===== config.mk =====
export PLATFORM = sky130hd
export DESIGN_NAME = instr_fetch
export DESIGN_NICKNAME = d
export VERILOG_FILES = /design/src/rtl/instr_fetch.sv
export SDC_FILE = /design/constraint.sdc
export NUM_CORES = 1
export LEC_CHECK = 0
export ABC_AREA = 1
export CORE_ASPECT_RATIO = 1.5
export CORE_MARGIN = 5
export CORE_UTILIZATION = 40
export DETAILED_ROUTE_END_ITERATION = 16
export HOLD_SLACK_MARGIN = 0.12
export MAX_ROUTING_LAYER = met4
export PLACE_DENSITY = 0.8
export SLEW_MARGIN = 10
export SYNTH_ARGS = -nofsm -noshare
export SYNTH_HDL_FRONTEND = slang
export SYNTH_SLANG_ARGS = --single-unit

===== constraint.sdc =====
create_clock -name clk -period 1.5 [get_ports clk]
set_input_delay 0.375 -clock clk [delete_from_list [all_inputs] [get_ports clk]]
set_output_delay 0.375 -clock clk [all_outputs]
set_load 0.005 [all_outputs]

===== src/rtl/instr_fetch.sv =====
// Instruction fetch / instruction-register stage: owns the PC, fetches one word
// per instruction over a request/ready handshake and presents decoded fields.
module instr_fetch #(
    parameter logic [15:0] RESET_PC = 16'h0000
) (
    input  logic        clk,
    input  logic        reset,
    input  logic        en,
    output logic [15:0] mem_addr,
    output logic        mem_en,
    input  logic [15:0] mem_rdata,
    input  logic        mem_ready,
    input  logic        exec_done,
    input  logic        branch_valid,
    input  logic [15:0] branch_target,
    output logic        instr_valid,
    output logic [3:0]  OP,
    output logic        immed,
    output logic [2:0]  rd,
    output logic [2:0]  rs1,
    output logic [2:0]  rs2,
    output logic [15:0] imm,
    output logic [15:0] pc
);

    typedef enum logic [1:0] {
        IDLE  = 2'd0,
        FETCH = 2'd1,
        ISSUE = 2'd2
    } state_t;

    state_t      state;
    state_t      state_next;
    logic [15:0] pc_next;
    logic [15:0] ir;
    logic [15:0] ir_next;

    // NOTE: sequential state uses non-blocking assignments so every register
    // samples the values from before the edge, independent of statement order.
    always_ff @(posedge clk) begin
        if (reset) begin
            state <= IDLE;
            pc    <= RESET_PC;
            ir    <= 16'h0000;
        end else begin
            state <= state_next;
            pc    <= pc_next;
            ir    <= ir_next;
        end
    end

    // With en low every branch below falls through to the hold defaults.
    always_comb begin
        // NOTE: every variable gets a default first so no path leaves one
        // unassigned, which would otherwise infer a latch.
        state_next = state;
        pc_next    = pc;
        ir_next    = ir;
        if (en) begin
            unique case (state)
                IDLE: state_next = FETCH;
                FETCH: begin
                    if (mem_ready) begin
                        ir_next    = mem_rdata;
                        state_next = ISSUE;
                    end
                end
                ISSUE: begin
                    if (exec_done) begin
                        pc_next    = branch_valid ? branch_target : pc + 16'd1;
                        state_next = FETCH;
                    end
                end
                default: state_next = IDLE;
            endcase
        end
    end

    // Handshake outputs depend only on registers and en.
    assign mem_addr    = pc;
    assign mem_en      = en && (state == FETCH);
    assign instr_valid = (state == ISSUE);

    assign OP    = ir[15:12];
    assign immed = ir[11];
    assign rd    = ir[10:8];
    assign rs1   = ir[7:5];
    assign rs2   = ir[4:2];
    assign imm   = {{8{ir[7]}}, ir[7:0]};

endmodule

# Word level (Yosys, flattened, before mapping)
# Cells that the tools add are included.
[totals]
register_bits = 34
in_bits = 38
output_inout_bits = 64
word_cells = 17
[op_classes]
addsub = 1
n_eq_ne = 4
n_mux = 4
reduce_logical = 5
[op_table]
columns = ["cell", "n"]
rows = [
  ["adder 16 x 1 -> 16 bit, second input constant", 1],
  ["2-to-1 mux 16 bit", 1],
  ["AND reduction 3 bit", 3],
  ["case mux 2 bit (3 select lines)", 1],
  ["2-to-1 mux 2 bit", 2],
  ["!= test 2 bit, second input constant", 2],
  ["== test 2 x 1 -> 1 bit, second input constant", 1],
  ["== test 2 bit, second input constant", 1],
  ["zero test 2 bit", 1],
  ["logical AND 1 bit", 1],
]

# Logic depth before layout (Yosys ltp)
[logic_depth]
word_depth = 3
depth_mapped = 9
mapped_depth_nobuf = 9

# Worst setup path before layout
# OpenSTA, ideal clock, no wires.
[synth_path]
path_type = "reg-to-reg"
from = "register pc[1] (netlist: mem_addr[1])"
to = "register pc[14] (netlist: mem_addr[14])"
setup_time_ns = 0.135
arrival_time_ns = 1.154
required_ns = 1.365
slack_ns = 0.211
path_stages_with_launch = 9
path_buffers = 0
synth_period_minus_slack_ns = 1.289
cell_sequence = "dfxtp_1 ha_1 nand3_1 nor2_1 nand3_1 nand2_1 nand3_1 nand2_1 a21oi_1"
[synth_via]
elab_chain_cells = 2
[synth_rtl]
columns = ["item", "line_no", "rtl"]
rows = [
  ["start, declared", "23", "output logic [15:0] pc"],
  ["start signal, assigned", "47", "pc <= pc_next;"],
  ["adder 16 x 1 -> 16 bit", "70", "pc_next = branch_valid ? branch_target : pc + 16'd1;"],
  ["2-to-1 mux 16 bit", "70", ""],
]
# No other way between the ends.
# A chain may end at the register's enable or synchronous reset.

# Final worst setup path
[layout_path]
from = "register state[0]"
to = "output port instr_valid"
[layout_via]
elab_chain_cells = 1
[layout_rtl]
columns = ["item", "line_no", "rtl"]
rows = [
  ["start, declared", "32", "state_t state;"],
  ["start signal, assigned", "46", "state <= state_next;"],
  ["== test 2 bit", "82", "assign instr_valid = (state == ISSUE);"],
  ["end, declared", "16", "output logic instr_valid,"],
]
# No other way between the ends.

==> metrics.txt <==
status completed; Comb power frac 16.4%; DRC 0; Seq cells post-synth 34; pwr/cell area 597 nW/um2; Net Sw Frac 25.4%; worst min path class flip-flop to flip-flop; Max Slew Vio Count 0; Seq/Total Area, Yosys 33.5%; R2R Setup Slk 0.12 ns; Avg Synthesized Cell Area 6.71 um2; Bufs on Longest Clock Path 2; Cell variety after synth 29; first-pass GRT wire length 9.62 mm; largest net degree at the start of global routing 21; Hold Fails Final Rpt 0; Min Clock Period, post-route 1.44 ns; WHS 0.473 ns; Layout Nets 433; chip height 97.3 um; Worst Path Required 1.12 ns; area of the core 4890 um2; initial antenna violation count 0; Worst-Margin Slew 0.339 ns; R2R Path End mem_addr[10]$_SDFFE_PP0P_; Clk pin slew, worst setup/hold paths 0.07 ns; Root Driver clkbuf_8; Seq pwr share 49.2%; final clock skew 0.00302 ns; fin crit share 95.8%; DR iter-0 viols 106; Worst IR Drop VDD 0.000357 V; share of post-route cells with drive strength above 1 21.1%; min-delay src ir[12]$_SDFFE_PP0P_; Die Wd 68.2 um; Diodes inserted 0; Routed WL per cell 13.3 um; Area Growth Syn to Fin 54.6%; Static Leak 1.53 nW; P_int 0.00140 W; Max Freq 696 MHz; syn_nets 342; PortBufs 101; CP Launch Type flip-flop; routability cong. 0.866; worst hold stages 2; # setup viols final 0; CP arrival 1.06 ns; DIE AREA 6630 um2; slew margin rel. 77.3%; hold-critical path endpoint ir[12]$_SDFFE_PP0P_; final wirelength 6.12 mm; H-tree levels 2; placed insts 444; Max Cap Viol 0; detailed-route via count 2180; met2 WL post-DR 2.96 mm; Final ANT Viol Nets 0; Initial Util 41.6%; Clk network pwr share 34.3%; Placement Rows 31; P_sw 0.000476 W; gr usage total 18.9%; Cell Area, Synth 2030 um2; crit-path max FO 3; met3 WL 502 um; CP Capture Type output pin; Gate Count Post-Synth 303; CTS sink count 34; kind of critical path flip-flop to output pin; vias per cell 4.74; CTS tree done; unrepaired setup endpoints after global routing yes; RR Startpoint mem_addr[0]$_SDFFE_PP0P_; Worst R2R Path Depth 10; Pre-antenna DRT Iters 4; clk_lat worst skew 0.28 ns; GR Overflow Total 0; CTS Buf Count 5; Top Metal Used met4; M1 WL 2.50 mm; DP HPWL 4.49 mm; vias in the first global route 2130; warnings from Yosys 0; CTS Hold Bufs 0; Ports 102; final cell count without fillers 460
power by group through the flow:
stage,Sequential (W),Clock (W),Combinational (W)
final,0.000924,0.000644,0.000308
after global routing,0.000926,0.000708,0.000339
after CTS,0.000923,0.000662,0.000310
after detailed placement,0.000965,0,0.000321
after global placement,0.000964,0,0.000315
after floorplan,0.000968,0,0.000134
what timing repair did:
item,4_1_cts,5_1_grt
endpoints found under the setup margin,62,19
pin swaps,0,2
gates resized for setup,99,21
gates cloned,0,0
setup buffers,9,0
per-stage QoR:
| step | instance area [um2] | total power, W | setup WS [ns] | TNS [ns] | utilization (%) |
|---|---|---|---|---|---|
| global route | 3140 | 0.00197 | -0.00178 | -0.00178 | 64.3 |
| detailed placement | 2940 | 0.00129 | -0.510 | -5.85 | 60.1 |
| CTS | 3090 | 0.00190 | -0.179 | -0.179 | 63.2 |
| finish | 3140 | 0.00188 | 0.0625 | 0 | 64.3 |
| global placement | 2940 | 0.00128 | -0.501 | -4.83 | 60.1 |
| floorplan | 2030 | 0.00110 | 0.211 | 0 | - |
critical path, cell delays in order, from the launching register on:
cell	delay [ns]
dfxtp_1	0.32
buf_4	0.15
nor2_4	0.09
clkdlybuf4s15_1	0.22
how the worst max path moves through the flow:
| stage | startpoint | end | slack, ns | cells after the start |
|---|---|---|---|---|
| after global routing | mem_addr[0]$_SDFFE_PP0P_ | mem_addr[10]$_SDFFE_PP0P_ | -0.002 | 10 |
| after floorplan | mem_addr[1]$_SDFFE_PP0P_ | mem_addr[14]$_SDFFE_PP0P_ | 0.21 | 8 |
| after global placement | en | mem_en | -0.50 | 4 |
| after detailed placement | en | mem_en | -0.51 | 4 |
| after CTS | en | mem_en | -0.18 | 4 |
| final | state[0]$_SDFFE_PP0P_ | instr_valid | 0.06 | 3 |
synth_stat cells, drive strengths merged:
cell	number	area share (%)
dfxtp	34	33
buf	37	14
ha	1	0.62
a22oi	1	0.37
a31oi	1	0.62
nor2	73	15
nand3	15	4.3
clkbuf	3	0.55
nand4	2	0.62
inv	20	3.9
o21ai	32	8.1
a21oi	18	4.8
clkinv	1	0.43
a22o	1	0.43
nand2	62	12
o31ai	2	0.74
registers in the layout (all words and copies together), names as in the netlist:
register / count
ir: 16
state: 2
mem_addr: 16
routing by layer:
metal	vias to the layer above	GRT usage [%]
met4	0	6.74
met1	951	21.3
met3	16	4.05
li1	1119	-
met2	94	31.9
met5	-	-
final cells by class:
cell class	instances	area, um2
fill	490	1750
timing repair buffer	124	1150
multi-input combinational	208	1000
sequential	34	741
inverter	21	92.6
tap	66	82.6
clock buffer	5	68.8
clock inverter	2	10.0
cell families after synthesis:
logic type	Yosys count	synth area share, %
compound gates	55	15.0
fa+ha+maj	1	0.616
buf+inv	61	19.4
flops	34	33.5
simple gates	152	31.5
cell usage in the layout (no fill, tap or decap), drive strengths merged:
cell type,instances
o21ai,32
clkdlybuf4s15,1
a31oi,1
buf,23
ha,1
a21oi,18
nor2,73
nand4,2
clkinvlp,1
clkbuf,6
inv,19
dfxtp,34
nand3,15
nand2,62
a22o,1
o31ai,2
dlygate4sd2,57
dlymetal6s2s,6
clkinv,3
a22oi,1
clkdlybuf4s50,36
Note: power is estimated with default switching activity, not from simulation.
